**src/rtl/conv2_pkg.sv**
```systemverilog
// conv2_pkg
// Shared definitions for the layer-2 convolution window path: filter
// geometry, default pixel width, pixel word type and the line-buffer
// depth helper.
package conv2_pkg;

    localparam int FILTER_SIZE = 5;
    localparam int DATA_BITS   = 12;

    typedef logic [DATA_BITS-1:0] pixel_t;

    // Entries needed so the oldest tap of a 5x5 window is still held:
    // four full rows plus one window width.
    function automatic int tap_depth(input int width);
        return (FILTER_SIZE - 1) * width + FILTER_SIZE;
    endfunction

endpackage

```
**src/rtl/conv2_shift_reg.sv**
```systemverilog
// conv2_shift_reg
// Enable-gated shift register exposing every entry in parallel.
// Entry 0 holds the most recently shifted-in word.
// Ports:
//   clk        clock, rising edge
//   rst_n      asynchronous active-low reset, clears all entries
//   i_en       shift enable
//   i_data     word shifted into entry 0
//   o_entries  all entries, [0] newest .. [DEPTH-1] oldest
module conv2_shift_reg #(
    parameter int DEPTH = 53,
    parameter int W     = 12
) (
    input  logic                     clk,
    input  logic                     rst_n,
    input  logic                     i_en,
    input  logic [W-1:0]             i_data,
    output logic [DEPTH-1:0][W-1:0]  o_entries
);

    logic [DEPTH-1:0][W-1:0] r_q;

    always_ff @(posedge clk or negedge rst_n) begin
        if (!rst_n)
            r_q <= '0;
        else if (i_en)
            r_q <= {r_q[DEPTH-2:0], i_data};
    end

    assign o_entries = r_q;

endmodule

```
**src/rtl/conv2_window_buf.sv**
```systemverilog
// conv2_window_buf
// Streaming 5x5 sliding-window generator. Pixels arrive in raster order;
// for each fully populated window the 25 taps are presented together with
// a one-cycle valid_out_buf strobe, one cycle after the qualifying pixel.
// Ports:
//   clk, rst_n                  clock / asynchronous active-low reset
//   valid_in, data_in           pixel stream, one pixel per high cycle
//   data_out_0 .. data_out_24   taps, k = row k/5, col k%5 (24 = newest)
//   valid_out_buf               taps hold a complete window
//   frame_done                  last pixel of the frame was accepted
module conv2_window_buf #(
    parameter int WIDTH     = 12,
    parameter int HEIGHT    = 12,
    parameter int DATA_BITS = 12
) (
    input  logic                 clk,
    input  logic                 rst_n,
    input  logic                 valid_in,
    input  logic [DATA_BITS-1:0] data_in,
    output logic [DATA_BITS-1:0] data_out_0,  data_out_1,  data_out_2,
    output logic [DATA_BITS-1:0] data_out_3,  data_out_4,  data_out_5,
    output logic [DATA_BITS-1:0] data_out_6,  data_out_7,  data_out_8,
    output logic [DATA_BITS-1:0] data_out_9,  data_out_10, data_out_11,
    output logic [DATA_BITS-1:0] data_out_12, data_out_13, data_out_14,
    output logic [DATA_BITS-1:0] data_out_15, data_out_16, data_out_17,
    output logic [DATA_BITS-1:0] data_out_18, data_out_19, data_out_20,
    output logic [DATA_BITS-1:0] data_out_21, data_out_22, data_out_23,
    output logic [DATA_BITS-1:0] data_out_24,
    output logic                 valid_out_buf,
    output logic                 frame_done
);
    import conv2_pkg::*;

    localparam int TAP_DEPTH = tap_depth(WIDTH);
    localparam int NTAPS     = FILTER_SIZE * FILTER_SIZE;
    localparam int CW        = (WIDTH  > 1) ? $clog2(WIDTH)  : 1;
    localparam int RW        = (HEIGHT > 1) ? $clog2(HEIGHT) : 1;

    logic [CW-1:0]                           r_col;
    logic [RW-1:0]                           r_row;
    logic [TAP_DEPTH-1:0][DATA_BITS-1:0]     w_sr;
    logic [NTAPS-1:0][DATA_BITS-1:0]         w_next;
    logic [NTAPS-1:0][DATA_BITS-1:0]         r_taps;
    logic                                    w_last_col;
    logic                                    w_last_row;
    logic                                    w_win_ok;
    logic                                    w_unused_oldest;

    conv2_shift_reg #(.DEPTH(TAP_DEPTH), .W(DATA_BITS)) u_line (
        .clk      (clk),
        .rst_n    (rst_n),
        .i_en     (valid_in),
        .i_data   (data_in),
        .o_entries(w_sr)
    );

    // Taps are registered on the same edge the pixel shifts in, so they are
    // taken from the post-shift view: post-shift entry 0 is data_in and
    // post-shift entry i is current entry i-1. The current oldest entry is
    // therefore shifted out without ever being a tap.
    assign w_unused_oldest = ^w_sr[TAP_DEPTH-1];

    for (genvar k = 0; k < NTAPS; k++) begin : g_tap
        localparam int R   = k / FILTER_SIZE;
        localparam int C   = k % FILTER_SIZE;
        localparam int IDX = (FILTER_SIZE-1-R) * WIDTH + (FILTER_SIZE-1-C);
        if (IDX == 0) begin : g_new
            assign w_next[k] = data_in;
        end else begin : g_old
            assign w_next[k] = w_sr[IDX-1];
        end
    end

    assign w_last_col = (r_col == CW'(WIDTH-1));
    assign w_last_row = (r_row == RW'(HEIGHT-1));
    // Windows with col < 4 straddle a row boundary; rows < 4 are incomplete.
    assign w_win_ok   = (r_row >= RW'(FILTER_SIZE-1)) && (r_col >= CW'(FILTER_SIZE-1));

    always_ff @(posedge clk or negedge rst_n) begin
        if (!rst_n) begin
            r_col         <= '0;
            r_row         <= '0;
            r_taps        <= '0;
            valid_out_buf <= 1'b0;
            frame_done    <= 1'b0;
        end else begin
            valid_out_buf <= valid_in && w_win_ok;
            frame_done    <= valid_in && w_last_col && w_last_row;
            if (valid_in) begin
                r_taps <= w_next;
                if (w_last_col) begin
                    r_col <= '0;
                    r_row <= w_last_row ? '0 : r_row + 1'b1;
                end else begin
                    r_col <= r_col + 1'b1;
                end
            end
        end
    end

    assign data_out_0  = r_taps[0];
    assign data_out_1  = r_taps[1];
    assign data_out_2  = r_taps[2];
    assign data_out_3  = r_taps[3];
    assign data_out_4  = r_taps[4];
    assign data_out_5  = r_taps[5];
    assign data_out_6  = r_taps[6];
    assign data_out_7  = r_taps[7];
    assign data_out_8  = r_taps[8];
    assign data_out_9  = r_taps[9];
    assign data_out_10 = r_taps[10];
    assign data_out_11 = r_taps[11];
    assign data_out_12 = r_taps[12];
    assign data_out_13 = r_taps[13];
    assign data_out_14 = r_taps[14];
    assign data_out_15 = r_taps[15];
    assign data_out_16 = r_taps[16];
    assign data_out_17 = r_taps[17];
    assign data_out_18 = r_taps[18];
    assign data_out_19 = r_taps[19];
    assign data_out_20 = r_taps[20];
    assign data_out_21 = r_taps[21];
    assign data_out_22 = r_taps[22];
    assign data_out_23 = r_taps[23];
    assign data_out_24 = r_taps[24];

endmodule

```
**config.mk**
```make
export PLATFORM = sky130hd
export DESIGN_NAME = conv2_window_buf
export DESIGN_NICKNAME = d
export VERILOG_FILES = /design/src/rtl/conv2_pkg.sv /design/src/rtl/conv2_shift_reg.sv /design/src/rtl/conv2_window_buf.sv
export SDC_FILE = /design/constraint.sdc
export NUM_CORES = 1
export LEC_CHECK = 0
export ABC_AREA = 0
export CAP_MARGIN = 20
export CORE_MARGIN = 2
export CORE_UTILIZATION = 48
export CTS_CLUSTER_SIZE = 14
export DETAILED_ROUTE_END_ITERATION = 8
export PLACE_DENSITY = 0.64
export SLEW_MARGIN = 20
export SYNTH_ARGS = -nofsm -noshare
export SYNTH_HDL_FRONTEND = slang
export SYNTH_HIERARCHICAL = 1
export SYNTH_SLANG_ARGS = --single-unit
```
**constraint.sdc**
```tcl
create_clock -name clk -period 1.9 [get_ports clk]
set_clock_uncertainty 0.2 [all_clocks]
set_input_delay 0.285 -clock clk [delete_from_list [all_inputs] [get_ports clk]]
set_output_delay 0.285 -clock clk [all_outputs]
set_load 0.05 [all_outputs]
```
==> flow_summary.json, run 1 <==
{
  "status": "finished clean",
  "clk_path_buf_depth": 3,
  "crit_family": "simple AND/OR/NAND/NOR gates",
  "grt_max_degree": 87,
  "clk_pin_slew_worst_paths_ns": 0.06,
  "synth.net_count": 2015,
  "dp_hpwl_um": 43200,
  "min_path_type": "primary input to flip-flop",
  "grt_pass1_wl_um": 104000,
  "numClockSinks": 934,
  "postRouteAntennaNets": 0,
  "synth_area_sq_um": 34800,
  "dieHeight_um": 273,
  "fmax_mhz": 566,
  "num_vias": 17400,
  "cap_violations": 0,
  "cts.htree.levels": 3,
  "overflow": 0,
  "final.setup.tns_ns": 0,
  "cts_inserted_buffers": 98,
  "die_area_sq_um": 74800,
  "nets": 2414,
  "layout-drive-gt1-share": 0.595,
  "cts_root_buf": "clkbuf_16",
  "drv_slew": 0,
  "start_kind": "flip-flop",
  "start_util": 0.486,
  "synth_cells": 1998,
  "first_iter_violations": 708,
  "drc": 0,
  "required_ns": 2.27,
  "io_pins": 317,
  "syn2layout_area_growth_pct": 21.3,
  "antenna_found_initial": 0,
  "worst_slew_pin_slew_ns": 0.449,
  "via_per_inst": 5.08,
  "cts_setup_buffers": 0,
  "report.final.hold_viol_count": 0,
  "period_share": 0.930,
  "leakagePower_nw": 20.8,
  "slowest_stage": "or4b_1",
  "cp_slowest_stage_delay_ns": 0.54,
  "drt-total-wl_um": 63600,
  "worstPathCellList": "ha_1 > nand4b_2 > or4b_1 > nand3_1",
  "slew_headroom": 0.701,
  "fin_ws_ns": 0.134,
  "cts_tree": "done",
  "criticalPathCategory": "flip-flop to flip-flop",
  "place_ws_ns": 0.171,
  "cp_num_buf_inv": 0,
  "rsz0062_at_grt": "false",
  "synth_warnings": 6,
  "die_width_um": 273,
  "cp_max_fo": 5,
  "powerDensity_nw_per_um2": 1430,
  "dr.pass1.iters": 4,
  "power_mw": 60.6,
  "rows": 98,
  "core_area_sq_um": 71700,
  "setup_viol": 0,
  "avgSynthCellArea_sq_um": 17.4,
  "clk_latency_ns": 0.63,
  "min_period_ns": 1.77,
  "arrival_ns": 2.14,
  "ff2ff_setup_slack_ns": 0.13,
  "portBuffers": 316,
  "vdd_drop_max_v": 0.00117,
  "place_congestion": 0.741,
  "routedWlPerCell_um": 18.6,
  "largest_reg_flops": 624,
  "n_antenna_cell": 0,
  "grt_usage": 0.173,
  "end_kind": "flip-flop",
  "grt_pass1_vias": 18900
}
-- worst register-to-register path, delay by kind of cell, from the launching register on --
kind,cells,cell delay (ns)
fa+ha+maj,1,0.26
simple gates,3,0.86
flops,1,0.39
-- per-layer routing --
metal  global-route usage  vias to the layer above  share of wire
met5                    0                        -              0
met4               0.0480                        0          0.017
met3               0.0387                       83          0.045
met2                0.298                      238           0.52
met1                0.221                     9160           0.42
li1                     -                     7888              -
-- power breakdown --
group          switching (mW)  internal [mW]  total, mW
Sequential               3.05           24.6       27.6
Combinational            7.71           5.82       13.5
Clock                    7.60           11.8       19.4
-- placed cells by master, fill, tap and decap left out, types with 3 or more instances in the layout --
cell	count
clkbuf_8	31
nand2_1	10
buf_4	342
nor2_1	4
clkdlybuf4s50_1	12
mux2_4	29
mux2_2	898
dfrtp_1	934
clkbuf_16	100
clkinv_2	8
dlygate4sd3_1	3
bufinv_16	7
nand3_1	3
buf_12	44
inv_6	3
o21ai_0	5
clkbuf_1	22
-- final cells by class --
| cell class | instances | area, sq um |
|---|---|---|
| Fill cell | 5520 | 29500 |
| Sequential cell | 934 | 23400 |
| Multi-Input combinational cell | 959 | 10700 |
| Timing Repair Buffer | 403 | 3630 |
| Clock buffer | 153 | 3010 |
| Tap cell | 950 | 1190 |
| Clock inverter | 22 | 329 |
| Inverter | 1 | 3.75 |
-- worst paths after layout --
check                                        endpoint  cells after the start                  start
worst max-delay path                         r_row[3]                      4               r_col[0]
worst min-delay path              u_line/o_entries[5]                      2             data_in[5]
worst max register to register               r_row[3]                      4               r_col[0]
worst min register to register  u_line/o_entries[265]                      1  u_line/o_entries[253]
max in group asynchronous       u_line/o_entries[186]                      4                  rst_n
min in group asynchronous       u_line/o_entries[297]                      3                  rst_n
-- repair_timing --
| action | in CTS | in global routing |
|---|---|---|
| endpoints found under the setup margin | 0 | 15 |
| gates resized for setup | 0 | 0 |
| hold endpoints to repair | 947 | 15 |
| hold buffers | 3 | 1 |
-- stage by stage --
step,cells,hold WS [ns],area (sq um),util
6_report,3422,0.0906,42300,0.589
5_1_grt,3422,0.0743,42300,0.589
4_1_cts,3422,0.0406,42300,0.589
3_5_place_dp,3244,0.0392,38900,0.542
3_3_place_gp,3244,0.0368,38900,0.542
2_1_floorplan,1998,-0.211,34800,-
Note: power is estimated with default switching activity, not from simulation.
==> run 2: changes to the inputs <==
--- a/config.mk
+++ b/config.mk
@@ -8,5 +8,4 @@
 export ABC_AREA = 0
 export CAP_MARGIN = 20
-export CORE_MARGIN = 2
 export CORE_UTILIZATION = 48
 export CTS_CLUSTER_SIZE = 14
==> constraint.sdc (replaced) <==
create_clock -name clk -period 1.9 [get_ports clk]
set_clock_uncertainty 0.2 [all_clocks]
set_input_delay 0.285 -clock clk [delete_from_list [all_inputs] [get_ports clk]]
set_output_delay 0.285 -clock clk [all_outputs]
set_load 0.005 [all_outputs]
==> run 2 against run 1 <==
Sequential share of layout area down 0.40 points. Design area up 0.74%. Setup slack worse by 0.074 ns. Critical path depth down 3. Sequential power about the same. Cell count up 0.64%. Highest routed layer unchanged.
==> flow_summary.json, run 2 (same netlist as run 1, synthesis figures left out) <==
{
  "fill_cells": 5594,
  "final_area_sq_um": 42600,
  "worstPathCellList": "dlygate4sd2_1",
  "die_area_sq_um": 73700,
  "rows": 98,
  "antenna_found_initial": 0,
  "largest_reg_flops": 624,
  "core_area_sq_um": 71600,
  "drc": 0,
  "cts_root_buf": "clkbuf_16",
  "cts.htree.levels": 3,
  "powerDensity_nw_per_um2": 1290,
  "status": "finished clean",
  "ff2ff_setup_slack_ns": 0.19,
  "worst_slew_pin_slew_ns": 0.541,
  "io_pins": 317,
  "ff2ff_path_depth": 4,
  "setup_viol": 0,
  "dr.pass1.iters": 4,
  "min_period_ns": 1.84,
  "place_congestion": 0.749,
  "report.final.hold_viol_count": 0,
  "grt_pass1_wl_um": 105000,
  "end_kind": "primary output",
  "fin_ws_ns": 0.0593,
  "clk_latency_ns": 0.63,
  "cp_num_buf_inv": 1,
  "worstHoldPathCells": 2,
  "r2r_end": "r_row[3]",
  "cap_violations": 0,
  "fmax_mhz": 543,
  "clk_path_buf_depth": 3,
  "start_util": 0.487,
  "grt_usage": 0.177,
  "rsz0062_at_grt": "false",
  "final_util": 0.595,
  "multi_input_area_sq_um": 10700,
  "slew_headroom": 0.639,
  "cp_max_fo": 2,
  "leakagePower_nw": 21.3,
  "slowest_stage": "dfrtp_2",
  "min_from": "data_in[5]",
  "n_antenna_cell": 0,
  "start_kind": "flip-flop",
  "syn2layout_area_growth_pct": 22.2,
  "seq_area_sq_um": 23400,
  "routedWlPerCell_um": 18.3,
  "clk_pin_slew_worst_paths_ns": 0.06,
  "vdd_drop_max_v": 0.000861,
  "overflow": 0,
  "dieHeight_um": 271,
  "cp_slowest_stage_delay_ns": 0.45,
  "place_ws_ns": 0.182,
  "numClockSinks": 934,
  "die_width_um": 271,
  "first_iter_violations": 725,
  "dp_hpwl_um": 42300,
  "crit_family": "flip-flops",
  "period_share": 0.969,
  "num_vias": 17300,
  "min_to": "u_line/o_entries[5]",
  "nets": 2431,
  "cts_tree": "done",
  "mostFrequentLayoutCell": "dfrtp_1",
  "grt_max_degree": 85,
  "cp.depth": 1,
  "portBuffers": 316,
  "drt-total-wl_um": 62900,
  "drv_slew": 0,
  "postRouteAntennaNets": 0,
  "final.setup.tns_ns": 0,
  "required_ns": 1.41,
  "layout-drive-gt1-share": 0.480,
  "min_path_type": "primary input to flip-flop",
  "post_dp_cell_area_sq_um": 39500,
  "grt_pass1_vias": 18900,
  "criticalPathCategory": "flip-flop to primary output",
  "arrival_ns": 1.36,
  "via_per_inst": 5.03,
  "cts_inserted_buffers": 94,
  "final_cell_mix": "dfrtp_1 (932), mux2_2 (898), dlygate4sd2_1 (301), clkbuf_16 (98), buf_4 (73)",
  "worstReg2RegStart": "r_col[0]"
}
-- run 2: cell types whose count changed in the layout (fill, tap and decap cells not counted), sizes merged --
cell	before	now
dlygate4sd2	0	301
inv	5	2
clkbuf	153	142
clkinvlp	1	5
clkinv	10	21
clkdlybuf4s15	0	1
buf	388	107
-- run 2: what timing repair did --
action | CTS | global route
setup endpoints to repair | 302 | 0
setup buffers | 25 | 0
resized for setup | 305 | 0
hold buffers | 3 | 0
endpoints found under the hold margin | 940 | 0
-- run 2: where the power goes --
group	leakage [nW]	internal [mW]	total (mW)	switching, mW
clock	1.61	11.4	19.0	7.56
sequential	12.2	24.6	27.6	3.01
combinational	7.55	5.46	8.33	2.87
-- run 2: layout make-up --
cell class,instances,area share
Tap cell,950,0.0279
Multi-Input combinational cell,959,0.252
Timing Repair Buffer,424,0.0943
Sequential cell,934,0.549
Clock buffer,142,0.0676
Inverter,1,0.0000881
Clock inverter,34,0.00908
-- run 2: stage by stage --
step / power (mW) / hold WS (ns) / cells
final: 54.9 / 0.103 / 3444
after CTS: 55.8 / 0.0584 / 3444
after detailed placement: 37.3 / 0.00826 / 3240
after global routing: 57.7 / 0.0868 / 3444
after floorplan: 31.9 / -0.211 / 1998
after global placement: 36.9 / 0.00679 / 3240
-- run 2: how the worst max path moves through the flow --
stage	start	endpoint	slack, ns
6_report	data_out_5[9]	data_out_5[9]	0.06
5_1_grt	data_out_15[0]	data_out_15[0]	0.003
4_1_cts	data_out_5[9]	data_out_5[9]	0.004
3_5_place_dp	valid_in	u_line/o_entries[320]	0.18
3_3_place_gp	valid_in	data_out_12[0]	0.21
2_1_floorplan	r_col[0]	r_row[2]	0.32
-- run 2: routing by layer --
layer | vias to the layer above | share of wire | wire length (um) | global-route usage
met5 | - | 0 | 0 | 0
met4 | 0 | 0.028 | 1760 | 0.0588
met2 | 232 | 0.52 | 32600 | 0.307
li1 | 7940 | - | - | -
met3 | 116 | 0.034 | 2120 | 0.0322
met1 | 9042 | 0.42 | 26500 | 0.222
==> run 3: changes to the inputs <==
CTS_CLUSTER_SIZE = 40   (was 14)
SKIP_CTS_REPAIR_TIMING = 1   (was unset)
==> run 3 against run 2 <==
Sequential share of layout area shrank 1.4 points. Combinational power grew 6.5%. Sequential cell count is the same. Utilization grew 1.5 points. Sequential power is essentially flat. Non-clock buffer count shrank 6. Clock-buffer cell count is the same. Cell count shrank 0.17%. Critical endpoint unchanged. Critical path depth is the same.
==> flow_summary.json, run 3 (same netlist as run 1, synthesis figures left out) <==
{
  "min_from": "data_in[5]",
  "antenna_found_initial": 0,
  "dp_cells": 3240,
  "worst_slew_pin_slew_ns": 0.547,
  "via_per_inst": 5.05,
  "dieHeight_um": 271,
  "grt_usage": 0.175,
  "final_area_sq_um": 43700,
  "clk_pin_slew_worst_paths_ns": 0.06,
  "nets": 2425,
  "power_mw": 55.5,
  "postRouteAntennaNets": 0,
  "drc": 0,
  "slew_headroom": 0.635,
  "cp_num_buf_inv": 1,
  "numClockSinks": 934,
  "clk_latency_ns": 0.63,
  "dp_hpwl_um": 42300,
  "num_vias": 17400,
  "cts_tree": "done",
  "vdd_drop_max_v": 0.000863,
  "start_util": 0.487,
  "period_share": 0.915,
  "n_antenna_cell": 0,
  "rsz0062_at_grt": "false",
  "cts.htree.levels": 3,
  "die_area_sq_um": 73700,
  "place_congestion": 0.749,
  "ff2ff_path_depth": 4,
  "drt-total-wl_um": 63300,
  "slowest_stage": "dfrtp_2",
  "die_width_um": 271,
  "min_path_type": "primary input to flip-flop",
  "start_kind": "flip-flop",
  "final_cell_mix": "dfrtp_1 (932), mux2_2 (898), dlymetal6s2s_1 (302), clkbuf_16 (98), buf_4 (67)",
  "fmax_mhz": 575,
  "fill_cells": 5369,
  "cts_root_buf": "clkbuf_16",
  "required_ns": 1.41,
  "setup_viol": 0,
  "leakagePower_nw": 24.7,
  "portBuffers": 316,
  "rows": 98,
  "r2r_end": "r_row[3]",
  "grt_max_degree": 85,
  "clk_path_buf_depth": 3,
  "dr.pass1.iters": 4,
  "worstPathCellList": "dlymetal6s2s_1",
  "drv_slew": 0,
  "grt_pass1_vias": 18800,
  "ff2ff_setup_slack_ns": 0.18,
  "end_kind": "primary output",
  "post_dp_cell_area_sq_um": 39500,
  "arrival_ns": 1.25,
  "io_pins": 317,
  "fin_hold_ws_ns": 0.103,
  "cp_max_fo": 2,
  "grt_pass1_wl_um": 104000,
  "min_to": "u_line/o_entries[5]",
  "first_iter_violations": 733,
  "finalNonFillerCells": 3438,
  "criticalPathCategory": "flip-flop to primary output",
  "syn2layout_area_growth_pct": 25.3,
  "min_period_ns": 1.74,
  "largest_reg_flops": 624,
  "crit_family": "flip-flops",
  "worstHoldPathCells": 2,
  "cts_inserted_buffers": 94,
  "cap_violations": 0,
  "status": "finished clean",
  "worstReg2RegStart": "r_col[0]",
  "cp_slowest_stage_delay_ns": 0.45,
  "mostFrequentLayoutCell": "dfrtp_1",
  "overflow": 0,
  "powerDensity_nw_per_um2": 1270,
  "layout-drive-gt1-share": 0.479,
  "routedWlPerCell_um": 18.4,
  "core_area_sq_um": 71600,
  "final.setup.tns_ns": 0,
  "report.final.hold_viol_count": 0
}
## run 3: layout make-up
type / instances / area, sq um / share of cell area
flip-flops and latches: 934 / 23400 / 0.535
multi-input cells: 959 / 10700 / 0.246
repair buffers: 418 / 5100 / 0.117
clock buffers: 142 / 2880 / 0.0659
well taps: 950 / 1190 / 0.0272
clock inverters: 34 / 387 / 0.00885
inverters: 1 / 3.75 / 0.0000859
## run 3: routing by layer
metal  wire [um]  track usage  vias to the layer above
li1            -            -                     7932
met1       26600        0.221                     9076
met4        1740       0.0588                        0
met3        2080       0.0325                      115
met2       32900        0.304                      233
met5           0            0                        -
## run 3: worst max-delay path by stage
stage	start	to	slack (ns)	cells after the start
2_1_floorplan	r_col[0]	r_row[2]	0.32	4
3_3_place_gp	valid_in	data_out_12[0]	0.21	4
3_5_place_dp	valid_in	u_line/o_entries[320]	0.18	4
4_1_cts	data_out_5[8]	data_out_5[8]	-0.30	1
5_1_grt	r_col[1]	r_row[3]	0.1	4
6_report	data_out_5[9]	data_out_5[9]	0.16	1
## run 3: where the power goes
part	switching, mW	total [mW]	internal (mW)
logic	2.87	8.87	6.00
registers	3.02	27.6	24.6
clock network	7.58	19.0	11.4
total	13.5	55.5	42.0
## run 3: per-stage QoR
step / utilization / worst slack [ns]
after floorplan: - / 0.316
after global placement: 0.551 / 0.210
after detailed placement: 0.551 / 0.182
after CTS: 0.597 / -0.297
after global routing: 0.610 / 0.0980
final: 0.610 / 0.162
